## src/rtl/serv_dbus_ram.sv

```systemverilog
// Wishbone data-bus RAM responder for the SERV dbus: byte-masked writes, full-word
// reads, one-cycle ack after a fixed number of wait states.
module serv_dbus_ram #(
  parameter int    DEPTH       = 256,
  parameter int    WAIT_STATES = 0,
  parameter string MEMFILE     = ""
) (
  input  logic        i_clk,
  input  logic        i_rst_n,
  input  logic [31:0] i_wb_adr,
  input  logic [31:0] i_wb_dat,
  input  logic [3:0]  i_wb_sel,
  input  logic        i_wb_we,
  input  logic        i_wb_cyc,
  output logic [31:0] o_wb_rdt,
  output logic        o_wb_ack
);

  localparam int         AW = $clog2(DEPTH);
  localparam int         IW = (AW > 2) ? AW - 2 : 1;
  localparam logic [3:0] WS = 4'(WAIT_STATES);

  if (DEPTH < 4 || (DEPTH & (DEPTH - 1)) != 0) begin : g_bad_depth
    $error("serv_dbus_ram: DEPTH must be a power of two and at least 4");
  end
  if (WAIT_STATES < 0 || WAIT_STATES > 15) begin : g_bad_wait
    $error("serv_dbus_ram: WAIT_STATES must be within 0..15");
  end

  typedef enum logic [1:0] {IDLE, WAIT, ACK} state_t;

  state_t        state_q, state_d;
  logic [3:0]    cnt_q, cnt_d;
  logic          accept, complete;

  logic [IW-1:0] in_idx;
  logic [IW-1:0] idx_q;
  logic          we_q;
  logic [3:0]    sel_q;
  logic [31:0]   dat_q;

  logic [IW-1:0] acc_idx;
  logic          acc_we;
  logic [3:0]    acc_sel;
  logic [31:0]   acc_dat;

  logic [31:0]   mem [2**IW];
  logic [31:0]   rdt_q;

  // Offset bits and bits above the RAM size are ignored, so addresses alias.
  logic unused_adr;
  assign unused_adr = ^i_wb_adr;

  if (AW > 2) begin : g_idx
    assign in_idx = i_wb_adr[AW-1:2];
  end else begin : g_idx_single
    assign in_idx = '0;
  end

  assign o_wb_ack = (state_q == ACK);
  assign o_wb_rdt = rdt_q;

  // NOTE: every always_comb output gets a default first so no path leaves it unassigned (no latch).
  always_comb begin
    state_d  = state_q;
    cnt_d    = cnt_q;
    accept   = 1'b0;
    complete = 1'b0;
    unique case (state_q)
      IDLE: begin
        if (i_wb_cyc && !o_wb_ack) begin
          accept = 1'b1;
          cnt_d  = WS;
          if (WS == 4'd0) begin
            state_d  = ACK;
            complete = 1'b1;
          end else begin
            state_d = WAIT;
          end
        end
      end
      WAIT: begin
        cnt_d = cnt_q - 4'd1;
        if (cnt_q == 4'd1) begin
          state_d  = ACK;
          complete = 1'b1;
        end
      end
      ACK:     state_d = IDLE;
      default: state_d = IDLE;
    endcase
  end

  // With zero wait states the access completes on the accepting edge, before the latch holds it.
  always_comb begin
    if (state_q == IDLE) begin
      acc_idx = in_idx;
      acc_we  = i_wb_we;
      acc_sel = i_wb_sel;
      acc_dat = i_wb_dat;
    end else begin
      acc_idx = idx_q;
      acc_we  = we_q;
      acc_sel = sel_q;
      acc_dat = dat_q;
    end
  end

  // NOTE: sequential state uses non-blocking assignments so every flop samples pre-edge values.
  always_ff @(posedge i_clk or negedge i_rst_n) begin
    if (!i_rst_n) begin
      state_q <= IDLE;
      cnt_q   <= 4'd0;
      rdt_q   <= 32'h0;
    end else begin
      state_q <= state_d;
      cnt_q   <= cnt_d;
      if (complete && !acc_we) rdt_q <= mem[acc_idx];
    end
  end

  always_ff @(posedge i_clk) begin
    if (accept) begin
      idx_q <= in_idx;
      we_q  <= i_wb_we;
      sel_q <= i_wb_sel;
      dat_q <= i_wb_dat;
    end
  end

  // NOTE: RAM and request latches carry no reset; contents must survive a reset pulse.
  always_ff @(posedge i_clk) begin
    if (complete && acc_we && i_rst_n) begin
      for (int n = 0; n < 4; n++) begin
        if (acc_sel[n]) mem[acc_idx][8*n +: 8] <= acc_dat[8*n +: 8];
      end
    end
  end

endmodule

```

## config.mk

```make
export PLATFORM = sky130hd
export DESIGN_NAME = serv_dbus_ram
export DESIGN_NICKNAME = d
export VERILOG_FILES = /design/src/rtl/serv_dbus_ram.sv
export SDC_FILE = /design/constraint.sdc
export NUM_CORES = 2
export LEC_CHECK = 0
export BUFFER_PORTS_ARGS = -buffer_cell sky130_fd_sc_hd__buf_2
export CAP_MARGIN = 40
export CORE_UTILIZATION = 50
export DETAILED_ROUTE_END_ITERATION = 10
export PLACE_DENSITY = 0.71
export SYNTH_ARGS = -nofsm -noshare
export SYNTH_HDL_FRONTEND = slang
export SYNTH_SLANG_ARGS = --single-unit
export TNS_END_PERCENT = 10
```

## constraint.sdc

```tcl
create_clock -name i_clk -period 4.44 [get_ports i_clk]
set_input_delay 0 -clock i_clk [delete_from_list [all_inputs] [get_ports i_clk]]
set_output_delay 0 -clock i_clk [all_outputs]
set_load 0.005 [all_outputs]
```

# Word-level counts from Yosys, hierarchy flattened

Memory sizes are Yosys's and may differ from the RTL's. A register that Yosys moved wholly into a read port is not among the register bits.
Index checks and enable logic that the tools add are counted.
Widths: inputs -> output; s select.

Add/subtract/negate cells: 1
Equal/unequal tests: 5
Muxes and demuxes: 25
Reduce and logical (&&, ||, !) cells: 11

Operator list:

| operator            | number |
|---|---|
| $mux 32             | 1 |
| $mux 1              | 16 |
| $mux 4              | 2 |
| $pmux 4 s2          | 1 |
| $mux 6              | 1 |
| $eq 4x1->1 const B  | 1 |
| $logic_and 1x1->1   | 4 |
| $mux 2              | 2 |
| $ne 2x2->1 const B  | 2 |
| $pmux 2 s2          | 1 |
| $reduce_and 2->1    | 2 |
| $sub 4x1->4 const B | 1 |
| $logic_not 1->1     | 3 |
| $eq 2x1->1 const B  | 1 |
| $eq 2x2->1 const B  | 1 |
| $logic_not 2->1     | 1 |
| $pmux 1 s2          | 1 |
| $reduce_bool 2->1   | 1 |

Register bits: 49
RAM bits: 2048
Output and inout port bits: 33
Word-level logic and storage cells: 49
Memories: 1

Memory list:

| name | depth | bits a word | read ports | clocked after memory_dff | wr ports | RTL line | text |
|---|---|---|---|---|---|---|---|
| mem  | 64    | 32          | 1          | 1                        | 1        | 47       | `logic [31:0] mem [2**IW];` |

# Longest topological paths before layout

Word-level depth: 9
Gate-level depth with buffers: 11
Depth with buffers taken out: 7

# Worst setup path after synthesis

No wires, ideal clock.

Kind: flip-flop to flip-flop
Start point: register state_q[1]
End point: memory mem[56][10] (enable)
Setup time: 0.370 ns
Arrival time: 3.859 ns
Data required time: 4.070 ns
Slack: 0.211 ns
Cell stages (with the launch flop): 9
Clock period less this slack: 4.229 ns
Cells stage by stage: dfrtp_1 -> buf_6 -> nor2b_1 -> and3_1 -> clkbuf_1 -> and2_1 -> clkbuf_1 -> nand2_1 -> nor2_1

Word-level cells in the longest chain between the ends: 9
Elaborated cells on any way between the ends: 15

RTL lines:

| element                         | RTL line | text |
|---|---|---|
| start, declared                 | 32       | `state_t state_q, state_d;` |
| start signal, assigned          | 116      | `state_q <= state_d;` |
| $eq 2x2->1                      | 60       | `assign o_wb_ack = (state_q == ACK);` |
| $logic_not 1->1                 | 71       | `if (i_wb_cyc && !o_wb_ack) begin` |
| $logic_and 1x1->1               | 71       |  |
| $mux 1                          | n/a      |  |
| $pmux 1 s2                      | 69       | `unique case (state_q)` |
| $logic_and 1x1->1 (2 in series) | 133      | `if (complete && acc_we && i_rst_n) begin` |
| $mux 1                          | 133      |  |
| $mux 1 (implied by the code)    | 135      | `if (acc_sel[n]) mem[acc_idx][8*n +: 8] <= acc_dat[8*n +: 8];` |
| end, declared                   | 47       |  |

Parallel ways exist; a longest one is shown, timed or not.

# Final worst setup path

Start point: register state_q[1]
End point: register rdt_q[25] (netlist: o_wb_rdt[25]) (read register of mem)

Word-level cells in the longest chain between the ends: 6
Elaborated cells on any way between the ends: 11

RTL lines:

| element           | RTL line | text |
|---|---|---|
| $eq 2x2->1        | 60       |  |
| $logic_not 1->1   | 71       |  |
| $logic_and 1x1->1 | 71       |  |
| $mux 1            | n/a      |  |
| $pmux 1 s2        | 69       |  |
| $logic_and 1x1->1 | 118      | `if (complete && !acc_we) rdt_q <= mem[acc_idx];` |
| end, declared     | 48       | `logic [31:0] rdt_q;` |

Parallel ways exist; a longest one is shown, timed or not.
A chain may end at the register's enable or synchronous reset.

==> results.md <==
Finish:
- The number of nets in the finished design is roughly 5,000.
- The final standard cell utilization of the core is roughly 58%.
- Of the cells placed in the final design, the portion with a size suffix greater than 1 is roughly 16%.
- The most frequent standard cell in the layout excluding fill and tap cells is sky130_fd_sc_hd__edfxtp_1.
- Leaving out fill and tap cells, the most frequent cells in the layout are sky130_fd_sc_hd__edfxtp_1, sky130_fd_sc_hd__a22oi_1, sky130_fd_sc_hd__buf_4.
- The layout filler cell count is 11,500.
- The post-synthesis to final-layout area growth is 15.7%.

Place:
- The total of buffers placed on input and output ports is 78.
- The wire-length estimate of the detail-placed layout is 130,000 um.
- The final estimated routing congestion in global placement is between 0.8 and 0.9.
- At the placement stage, the worst setup path has a slack of between 0.5 and 0.6 ns.

Setup path:
- The number of buffers and inverters on the critical path is 2.
- The critical path is of the reg2reg type.
- Traced cell by cell, the critical path runs through mux2i_2 -> nor2b_1 -> and2_1 -> buf_12 -> buf_4 -> o21ai_0 -> nand4_1 -> nor3_1 -> a21oi_1.
- STA puts the critical path data arrival time at ~4.7 ns.
- For this run, the slowest stage of the critical path takes 0.88 ns.
- Along the worst path, the maximum fanout reaches 34.
- For the worst setup path, the data required time is between 5 and 6 ns.
- The slowest stage of the critical path belongs to the cell sky130_fd_sc_hd__dfrtp_4.
- The worst setup path is captured at a flip-flop.
- The kind of start point of the critical path is a flip-flop.
- The cell family contributing the most delay on the critical path is simple AND/OR/NAND/NOR gates.

Drt:
- The first-pass iteration count of the detailed router is 6.
- The DRC violation count after routing is 0.
- The detailed-route wire length per cell is ~28 um.
- The routed wire length is 207,000 um.
- The number of vias per cell is 6.27.
- The number of vias in the routed layout is roughly 46,000.
- The number of routed nets with antenna violations is 0.
- In the detailed route, the total length drawn on met2 is approximately 99,000 um.
- The highest metal layer used by the detailed router is met5.
- For this block, wires on met1 add up to roughly 80,000 um.
- The detailed router finished its first iteration with between 5,000 and 6,000 violations.
- The met3 wire length is approximately 19,000 um.

Timing:
- Across all setup checks in the final design, the least slack found is approximately 0.42 ns.
- The upper clock frequency limit is between 0.2 and 0.25 GHz.
- The ratio of final minimum period to clock period is about nine tenths.
- The number of hold violations in the final report was 0.
- The final total negative setup slack is 0 ns.
- Clock skew on the completed layout was measured at roughly 0.029 ns.
- For the pin with the worst max-slew slack, the measured transition is just over 0.9 ns.
- The final count of pins violating max slew is 0.
- The number of setup violations in the final report is 0.
- The smallest clock period supported by the final layout is computed as ~4 ns.
- The worst pin sits at a relative slew slack of around 38%.
- Setup repair after global routing left no endpoint under its margin.

Synthesis:
- The cell area after synthesis is 0.0798 mm2.
- The synthesized instance count is 4,558.
- The average cell area after synthesis is between 15 and 20 um2.
- The most used flip-flop cell after synthesis is sky130_fd_sc_hd__edfxtp_1.
- The number of nets handed over by synthesis was around 4,600.
- In this run, distinct cell masters in the synthesized netlist total 53.
- Sequential elements use 79.5% of the synthesized area.
- The share of flip-flops with an asynchronous set or reset is roughly 1.6%.
- The register bit total from synthesis is 2,119.
- The count of flip-flops with a built-in enable after synthesis is 2,086.
- The yosys synthesis warning count is 0.

Floorplan:
- The row count is around 150.
- Once the floorplan was initialized, standard cells occupied between 50% and 60% of the core.
- The die is between 400 and 500 um wide.
- Pin placement for this block handled 105 I/O pins.
- The die is approximately 400 um tall.
- The total die area is 0.161 mm2.
- The placeable core region is roughly 0.16 mm2.

Outcome:
- The run finished with clean final reports.

Power and ir drop:
- The worst-case IR drop observed on VDD is 0.390 mV.
- The clock power share is 39.9%.
- The relative contribution of combinational cells to total power is about 6.7%.
- Cell internal power was estimated by the tool at 32,700 uW.
- In this run switching power makes up between 20% and 30% of total power.
- Power spread over the standard cell area amounts to 454 mW/mm2.
- The static leakage is 0.0295 uW.
- The analysis attributes to net switching a power of approximately 9300 uW.
- The register share of total power is 53.4%.

Clocking:
- The clock drives 2,119 sinks.
- The clock-pin slew on the worst setup and hold paths is approximately 0.060 ns.
- The number of gates resized after CTS was 0.
- The clock passes through at most 3 buffers.
- The clock buffer count from CTS is roughly 200.
- The cell at the root of the clock tree is sky130_fd_sc_hd__clkbuf_16.
- The H-tree was split into 4 levels.
- The post-CTS setup-driven buffer insertion count is 0.
- The TritonCTS clock tree is built.
- The clock reaches the later pin of the worst-skew pair after around 0.82 ns.

Global route:
- The via count of the first global-routing pass is 44,900.
- Global routing finished with a remaining overflow of 0.
- The initial antenna violation count is 9.
- The pin count of the biggest net entering global routing is 65.
- The wire length of the first global-routing pass is 302,000 um.
- Across every metal layer, demand over resource in global routing totals 25.5%.

Hold path:
- The worst hold-check path type is in2reg.

Flow run:
- The tool flagged a number of max-cap violations equal to 0.
-- synthesized netlist by cell type (all sizes together), types with 6 or more instances --
cell type / count / share of area [%]
edfxtp: 2086 / 79
a22oi: 605 / 5.7
mux2i: 339 / 4.3
nor2: 269 / 1.3
buf: 189 / 1.5
nand2: 185 / 0.87
o22ai: 175 / 1.4
a41oi: 142 / 1.6
clkbuf: 110 / 0.52
a21oi: 99 / 0.63
o21ai: 86 / 0.54
nor3: 80 / 0.51
mux2: 37 / 0.53
dfrtp: 33 / 1.0
nand4: 26 / 0.20
nor4: 20 / 0.16
a31oi: 16 / 0.13
a221oi: 7 / 0.077
nand2b: 6 / 0.050
o22a: 6 / 0.066
-- registers in the layout, indices dropped and copies added, names as in the netlist --
register,flops
o_wb_rdt,32
dat_q,32
state_q,1
mem,2048
idx_q,6
-- logic make-up (layout without fill, tap and decap cells) --
group / count (synthesis) / after routing / share of synthesized area [%]
AO/OA/AOI/OAI: 1157 / 1157 / 10.4
multiplexers: 376 / 376 / 4.80
flip-flops: 2119 / 2119 / 79.5
AND/OR/NAND/NOR: 607 / 607 / 3.23
buffers and inverters: 299 / 936 / 2.05
other: 0 / 2 / 0
-- area by class of cell --
| class | count | area [um2] | area share, % |
|---|---|---|---|
| tap | 2072 | 2590 | 2.81 |
| clock inverter | 115 | 1090 | 1.18 |
| sequential | 2119 | 63500 | 68.8 |
| antenna | 2 | 5.00 | 0.00542 |
| timing repair buffer | 566 | 4990 | 5.41 |
| clock buffer | 255 | 5310 | 5.76 |
| multi-input combinational | 2140 | 14800 | 16.1 |
-- power by group through the flow --
| stage | Clock, uW | Sequential [uW] | Combinational (uW) |
|---|---|---|---|
| after global placement | 0 | 22800 | 2590 |
| after CTS | 16800 | 22400 | 2780 |
| after global routing | 17600 | 22400 | 2950 |
| after floorplan | 0 | 22800 | 1490 |
| final | 16700 | 22400 | 2800 |
| after detailed placement | 0 | 22800 | 2720 |
-- routing by layer --
layer  up-vias  GRT usage, %
met1     23000          34.9
li1      19600             -
met4         4          9.69
met2      2621          41.2
met3       385          4.28
met5         -             0
-- what timing repair did --
| item | 4_1_cts | 5_1_grt |
|---|---|---|
| hold endpoints to repair | 519 | 0 |
| hold buffers | 71 | 0 |
| setup endpoints to repair | 0 | 0 |
-- worst reg2reg max path, cell delays in order (launching register included) --
cell                      delay (ns)
sky130_fd_sc_hd__dfrtp_4        0.88
sky130_fd_sc_hd__mux2i_2        0.66
sky130_fd_sc_hd__nor2b_1        0.21
sky130_fd_sc_hd__and2_1         0.38
sky130_fd_sc_hd__buf_12         0.25
sky130_fd_sc_hd__buf_4          0.20
sky130_fd_sc_hd__o21ai_0        0.17
sky130_fd_sc_hd__nand4_1        0.29
sky130_fd_sc_hd__nor3_1         0.68
sky130_fd_sc_hd__a21oi_1        0.15
-- worst paths after layout --
path | start | to | slack, ns | cells after the start
min in group asynchronous | i_rst_n | o_wb_rdt[26] | 0.63 | 4
worst max register to register | state_q[1] | o_wb_rdt[25] | 0.42 | 9
worst min-delay path | i_wb_adr[6] | idx_q[4] | 0.03 | 2
worst min register to register | o_wb_rdt[0] | o_wb_rdt[0] | 0.52 | 2
worst max-delay path | state_q[1] | o_wb_rdt[25] | 0.42 | 9
max in group asynchronous | i_rst_n | o_wb_rdt[6] | 2.92 | 5
-- stage by stage --
stage                     instances  hold WS [ns]  area (um2)  total power [uW]
after floorplan                4558        -0.296       79800             24200
after global placement         6793         0.191       84700             25400
after detailed placement       6825         0.194       85200             25600
after CTS                      7266       0.00828       92300             42000
after global routing           7267        0.0224       92300             43000
final                          7269        0.0349       92300             41900
No activity file was read; power rests on OpenSTA's default activity.
